===== config.mk =====
export PLATFORM = sky130hd
export DESIGN_NAME = led_bank_ctrl
export DESIGN_NICKNAME = d
export VERILOG_FILES = /design/src/rtl/led_bank_ctrl.sv
export SDC_FILE = /design/constraint.sdc
export NUM_CORES = 1
export LEC_CHECK = 0
export BUFFER_PORTS_ARGS = -buffer_cell sky130_fd_sc_hd__buf_2
export CAP_MARGIN = 30
export CORE_ASPECT_RATIO = 1.1
export CORE_MARGIN = 2
export CORE_UTILIZATION = 35
export DETAILED_ROUTE_END_ITERATION = 8
export PLACE_DENSITY_LB_ADDON = 0.25
export SLEW_MARGIN = 20
export SYNTH_ARGS = -nofsm -noshare
export SYNTH_HDL_FRONTEND = slang
export SYNTH_SLANG_ARGS = --single-unit

===== constraint.sdc =====
create_clock -name clock -period 3.1 [get_ports clock]
set_input_delay 0.93 -clock clock [delete_from_list [all_inputs] [get_ports clock]]
set_output_delay 0.93 -clock clock [all_outputs]
set_load 0.005 [all_outputs]

===== src/rtl/led_bank_ctrl.sv =====
// Memory-mapped LED bank: chunked pattern/mask registers, control, blink prescaler
// and combinational register readback for the CPU IO bus.
module led_bank_ctrl #(
  parameter int          LED_W   = 24,
  parameter int          DATA_W  = 16,
  parameter int          ADDR_W  = 3,
  parameter logic [31:0] DIV_RST = 32'd49999
) (
  input  logic              clock,
  input  logic              reset,
  input  logic              LEDCtrl,
  input  logic              ioWrite,
  input  logic              ioRead,
  input  logic [ADDR_W-1:0] ledAddr,
  input  logic [DATA_W-1:0] write_data,
  input  logic              submit,
  output logic [DATA_W-1:0] read_data,
  output logic [LED_W-1:0]  leds,
  output logic              blink_phase
);

  localparam int                K        = (LED_W + DATA_W - 1) / DATA_W;
  localparam logic [ADDR_W-1:0] CTRL_IDX = ADDR_W'(2 * K);
  localparam logic [ADDR_W-1:0] DIV_IDX  = ADDR_W'(2 * K + 1);
  localparam logic [DATA_W-1:0] DIV_INIT = DIV_RST[DATA_W-1:0];

  logic [LED_W-1:0]  pattern_q, pattern_d;
  logic [LED_W-1:0]  mask_q, mask_d;
  logic              oe_q, oe_d;
  logic              be_q, be_d;
  logic [DATA_W-1:0] div_q, div_d;
  logic [DATA_W-1:0] cnt_q, cnt_d;
  logic              phase_q, phase_d;
  logic [LED_W-1:0]  leds_q, leds_d;

  logic wr_en, ctrl_wr, div_wr;

  // NOTE: every signal written in an always_comb gets a default on entry, so no
  // path through the block can leave it unassigned and infer a latch.
  always_comb begin
    wr_en     = LEDCtrl & ioWrite;
    ctrl_wr   = wr_en && (ledAddr == CTRL_IDX);
    div_wr    = wr_en && (ledAddr == DIV_IDX);
    pattern_d = pattern_q;
    mask_d    = mask_q;
    oe_d      = oe_q;
    be_d      = be_q;
    div_d     = div_q;

    // Each LED bit belongs to chunk i/DATA_W; bits past LED_W simply have no flop.
    for (int i = 0; i < LED_W; i++) begin
      if (wr_en && ledAddr == ADDR_W'(i / DATA_W))
        pattern_d[i] = write_data[i % DATA_W];
      if (wr_en && ledAddr == ADDR_W'(K + i / DATA_W))
        mask_d[i] = write_data[i % DATA_W];
    end
    if (!submit) begin
      pattern_d = '0;
      mask_d    = '0;
    end

    if (ctrl_wr) begin
      oe_d = write_data[0];
      be_d = write_data[1];
    end
    if (div_wr) div_d = write_data;
  end

  // Prescaler: a CTRL/DIV write restarts the blink cycle and beats a coincident wrap.
  always_comb begin
    cnt_d   = cnt_q;
    phase_d = phase_q;
    if (ctrl_wr || div_wr || !be_q) begin
      cnt_d   = '0;
      phase_d = 1'b0;
    end else if (cnt_q == div_q) begin
      cnt_d   = '0;
      phase_d = ~phase_q;
    end else begin
      cnt_d = cnt_q + DATA_W'(1);
    end
  end

  always_comb begin
    leds_d = oe_q ? (pattern_q & ~(mask_q & {LED_W{phase_d}})) : '0;
  end

  always_comb begin
    read_data = '0;
    if (LEDCtrl && ioRead) begin
      for (int i = 0; i < LED_W; i++) begin
        if (ledAddr == ADDR_W'(i / DATA_W))     read_data[i % DATA_W] = pattern_q[i];
        if (ledAddr == ADDR_W'(K + i / DATA_W)) read_data[i % DATA_W] = mask_q[i];
      end
      if (ledAddr == CTRL_IDX) read_data = DATA_W'({be_q, oe_q});
      if (ledAddr == DIV_IDX)  read_data = div_q;
    end
  end

  // NOTE: state registers use non-blocking assignments so every flop samples the
  // values from before this edge, independent of statement order.
  always_ff @(posedge clock or negedge reset) begin
    if (!reset) begin
      pattern_q <= '0;
      mask_q    <= '0;
      oe_q      <= 1'b1;
      be_q      <= 1'b0;
      div_q     <= DIV_INIT;
      cnt_q     <= '0;
      phase_q   <= 1'b0;
      leds_q    <= '0;
    end else begin
      pattern_q <= pattern_d;
      mask_q    <= mask_d;
      oe_q      <= oe_d;
      be_q      <= be_d;
      div_q     <= div_d;
      cnt_q     <= cnt_d;
      phase_q   <= phase_d;
      leds_q    <= leds_d;
    end
  end

  assign leds        = leds_q;
  assign blink_phase = phase_q;

endmodule

Word-level counts from Yosys, hierarchy flattened --
Index checks and enable logic that the tools add are counted.
Word-level totals: output and inout bits 41, bits in registers 107, word-level logic and storage cells 143, input bits 25
Operators by class: multiplexer cells 106, bitwise gates (word level) 5, reduce and logical (&&, ||, !) cells 11, equal/unequal tests 10, add/subtract/negate cells 1
Operators with widths (number):
- $mux W1 | 98
- $mux W16 | 5
- $mux W24 | 3
- $and A24 B24 Y24 | 2
- $not A24 Y24 | 1
- $add A16 B1 Y16 const B | 1
- $eq A16 B16 Y1 | 1
- $ne A2 B1 Y1 const B | 4
- $logic_and A1 B1 Y1 | 7
- $eq A3 B2 Y1 const B | 2
- $eq A3 B3 Y1 const B | 2
- $eq A3 B1 Y1 const B | 1
- $logic_not A3 Y1 | 1
- $logic_or A1 B1 Y1 | 2
- $and A1 B1 Y1 | 1
- $logic_not A1 Y1 | 1
- $not A1 Y1 | 1

Depth between registers and ports, before layout --
depth after elaboration 9, mapped depth 8, gate-level depth less buffers 6

Least setup slack after synthesis --
OpenSTA, ideal clock, no wires.
kind input port to output port, from input ledAddr[1], to output read_data[10], buffers on the path 3, data arrival time 2.090 ns, slack 0.080 ns, cell stages on the path 6, required time 2.170 ns, path through buf_2 buf_4 buf_2 mux2_2 a22oi_1 nor2_1
On the way: longest elaborated chain between the ends 6, elaborated cells on any way between the ends 9, those cells by class 3 x eq/ne; 5 x mux; 1 x reduce/logical
Ends and longest elaborated chain:
- start, declared | RTL line 14 | input logic [ADDR_W-1:0] ledAddr,
- $logic_not A3 Y1 | RTL line 92 | if (ledAddr == ADDR_W'(i / DATA_W)) read_data[i % DATA_W] = pattern_q[i];
- $mux W1 | RTL line 92
- $mux W1 | RTL line 93 | if (ledAddr == ADDR_W'(K + i / DATA_W)) read_data[i % DATA_W] = mask_q[i];
- $mux W16 | RTL line 95 | if (ledAddr == CTRL_IDX) read_data = DATA_W'({be_q, oe_q});
- $mux W16 * | RTL line 96 | if (ledAddr == DIV_IDX) read_data = div_q;
- $mux W16 * | RTL line 90 | if (LEDCtrl && ioRead) begin
- end, declared | RTL line 17 | output logic [DATA_W-1:0] read_data,
Mark *: on every way between the ends. The rest lies on a longest branch, timed or not.

Worst setup path after layout --
from input ledAddr[0], to output read_data[6]
On the way: longest elaborated chain between the ends 8, elaborated cells on any way between the ends 13, those cells by class 5 x eq/ne; 7 x mux; 1 x reduce/logical
Ends and longest elaborated chain (RTL line):
- $logic_not A3 Y1 | 92
- $mux W1 | 92
- $mux W1 | 93
- $mux W1 | 92
- $mux W1 | 93
- $mux W16 | 95
- $mux W16 * | 96
- $mux W16 * | 90
Marked as above.

==> flow_metrics.env <==
export IMPL_gp_congestion=0.832
export IMPL_drt_initial_drc_count=154
export IMPL_fin_ws_ns=0.128
export IMPL_fin_crit_ns=2.97
export IMPL_initial_utilization=0.360
export IMPL_syn_area_um2=5200
export IMPL_cp_max_fo=15
export IMPL_antenna_left=0
export IMPL_dp_slack_ns=-0.115
export IMPL_rsz0062_at_grt="false"
export IMPL_fmax_mhz=336
export IMPL_drv_slew=0
export IMPL_synthFlopType="dfrtp_1"
export IMPL_vias=3739
export IMPL_drtPass1Iterations=4
export IMPL_nNetsFinal=564
export IMPL_syn_avg_cell_area_um2=11.1
export IMPL_drive_gt1_frac=0.284
export IMPL_antenna_found_initial=0
export IMPL_powerDensity_nw_per_um2=537
export IMPL_ys_seq_elements=107
export IMPL_cp_startpoint="ledAddr[0]"
export IMPL_syn_to_final_growth_pct=19.1
export IMPL_num_rows=46
export IMPL_clock_path_buffers=2
export IMPL_synth_cell_type_count=37
export IMPL_numCtsBuffers=9
export IMPL_min_path_type="flip-flop to flip-flop"
export IMPL_fin_cells=735
export IMPL_crit_path_start_kind="primary input"
export IMPL_yosysWarnings=0
export IMPL_required_ns=2.17
export IMPL_wl_per_cell_um=18.5
export IMPL_reg2reg_slack_ns=0.95
export IMPL_cts_tree="done"
export IMPL_grt_pass1_wl_um=22000
export IMPL_ctsHoldBuffers=0
export IMPL_end_kind="primary output"
export IMPL_ios=66
export IMPL_p_leak_nw=2.67
export IMPL_holdPathStages=1
export IMPL_hold_viol_final=0
export IMPL_cts_root_buffer="clkbuf_16"
export IMPL_skew_ns=0.00593
export IMPL_hold_ws_ns=0.481
export IMPL_dieArea_um2=15800
export IMPL_syn_inst=467
export IMPL_worstMarginPinSlew_ns=0.786
export IMPL_cts_resized=1
export IMPL_worstHoldStart="mask_q[11]"
export IMPL_grt_overflow=0
export IMPL_placedCellCount=719
export IMPL_die_h_um=132
export IMPL_drt_wl_total_um=13600
export IMPL_utilization=0.429
export IMPL_outcome="finished clean"
export IMPL_r2r_start="div_q[8]"
export IMPL_slew_headroom=0.476
export IMPL_path_clk_slew_ns=0.07
export IMPL_synth_edf_count=0
export IMPL_fp_dieW_um=120
export IMPL_critPathKind="primary input to primary output"
export IMPL_io_buffers=65
export IMPL_ys_seq_area_frac=0.518
export IMPL_drc=0
export IMPL_grt_max_degree=49
export IMPL_antennaDiodeCount=0
export IMPL_fin_crit_sh=0.959
export IMPL_r2r_cells=6
export IMPL_cap_violations=0
export IMPL_setup_viol=0
export IMPL_cts_sinks=107
export IMPL_vias_per_cell=5.09
export IMPL_clk_latency_ns=0.36
export IMPL_irDropWorstVdd_v=0.000278
export IMPL_synthArstFlopShare=1.00
export IMPL_grt_pass1_vias=3950
export IMPL_gr_usage_all_layers=0.180
export IMPL_core_um2=14400
export IMPL_cp_arrival_ns=2.04
export IMPL_syn_nets=493
export IMPL_cts_max_level=3
export IMPL_dp_hpwl_um=9310
export IMPL_cts_setup_buffers=0
through the flow:
stage                     total power, W  setup TNS (ns)  cell area, um^2
after floorplan                  0.00183               0             5200
after global placement           0.00201          -0.432             5830
after detailed placement         0.00202          -0.875             5830
after CTS                        0.00337               0             6180
after global routing             0.00347               0             6190
final                            0.00333               0             6190
final cells by class:
| cell class | count | area (um^2) |
|---|---|---|
| fill | 1395 | 8260 |
| sequential | 107 | 2690 |
| multi-input combinational | 328 | 2350 |
| timing repair buffer | 90 | 551 |
| tap | 192 | 240 |
| clock buffer | 10 | 239 |
| clock inverter | 6 | 111 |
| inverter | 2 | 7.51 |
where the power goes:
group | internal, W | leakage (nW) | switching (W)
registers | 0.00149 | 1.44 | 0.0000785
logic | 0.000172 | 1.06 | 0.000241
clock network | 0.000813 | 0.169 | 0.000531
worst max-delay path: stages:
cell and delay, ns:
buf_2 0.11, buf_4 0.27, mux4_2 0.25, nand2b_1 0.06
a21oi_1 0.24, buf_2 0.18
final timing paths:
path                           endpoint
max in group asynchronous      div_q[0]
hold reg to reg                leds[11]
setup / recovery           read_data[6]
min in group asynchronous     cnt_q[10]
hold / removal                 leds[11]
setup reg to reg                leds[4]
cells in the final DEF, fill, tap and decap left out, types with 7 or more instances in the layout:
master / synthesis / final
dfrtp_1: 97 / 97
nand2_1: 67 / 67
buf_2: 10 / 63
mux2i_1: 36 / 36
nor2_1: 33 / 33
nor2b_1: 33 / 33
a31oi_1: 24 / 24
mux2_2: 23 / 23
buf_4: 2 / 23
xnor2_1: 21 / 21
nand3_1: 12 / 12
a21boi_1: 10 / 10
dfstp_2: 10 / 10
xor2_1: 9 / 9
clkbuf_16: 0 / 9
a22oi_1: 8 / 8
mux4_2: 8 / 8
nand2b_1: 7 / 7
layer usage:
layer / vias to the layer above / share of wire / global-route usage
li1: 1742 / - / -
met1: 1872 / 0.42 / 0.232
met2: 103 / 0.50 / 0.300
met3: 22 / 0.048 / 0.0346
met4: 0 / 0.023 / 0.0699
met5: - / 0 / 0
flip-flops by register name (all words and copies together), names as in the netlist:
signal,flops
cnt_q,16
blink_phase,1
oe_q,1
div_q,16
pattern_q,24
leds,24
be_q,1
mask_q,24
logic make-up (layout without fill, tap and decap cells):
kind of cell               Yosys count  count (layout)  share of synthesized area
buffers and inverters               32             108                     0.0299
and+or+nand+nor                    172             172                      0.167
adders and majority gates            1               1                    0.00241
DFF                                107             107                      0.518
muxes                               70              70                      0.160
xor gates and xnor gates            31              31                     0.0537
AOI/OAI and AO/OA                   54              54                     0.0693
synth_stat cells (2+ instances only):
library cell  number  area share
dfrtp_1           97        0.47
buf_6              2      0.0043
nor2b_1           33       0.040
a22oi_1            8       0.012
inv_1              2      0.0014
buf_2             10      0.0096
xor2_1             9       0.015
buf_4              2      0.0029
nand3_1           12       0.012
a21boi_0           6      0.0087
nor3_1             2      0.0019
nand2b_1           7      0.0084
mux2i_1           36       0.069
a21boi_1          10       0.014
nand4_1            6      0.0072
mux4_2             8       0.035
buf_1              4      0.0029
nor4_4             2      0.0082
a21oi_1            6      0.0058
xnor2_1           21       0.035
nor2_1            33       0.024
clkbuf_1          12      0.0087
mux2_2            23       0.050
mux2_1             3      0.0065
and2_1             3      0.0036
nand2_1           67       0.048
dfstp_2           10       0.051
a31oi_1           24       0.029
Power figures use the tool's default switching activity.
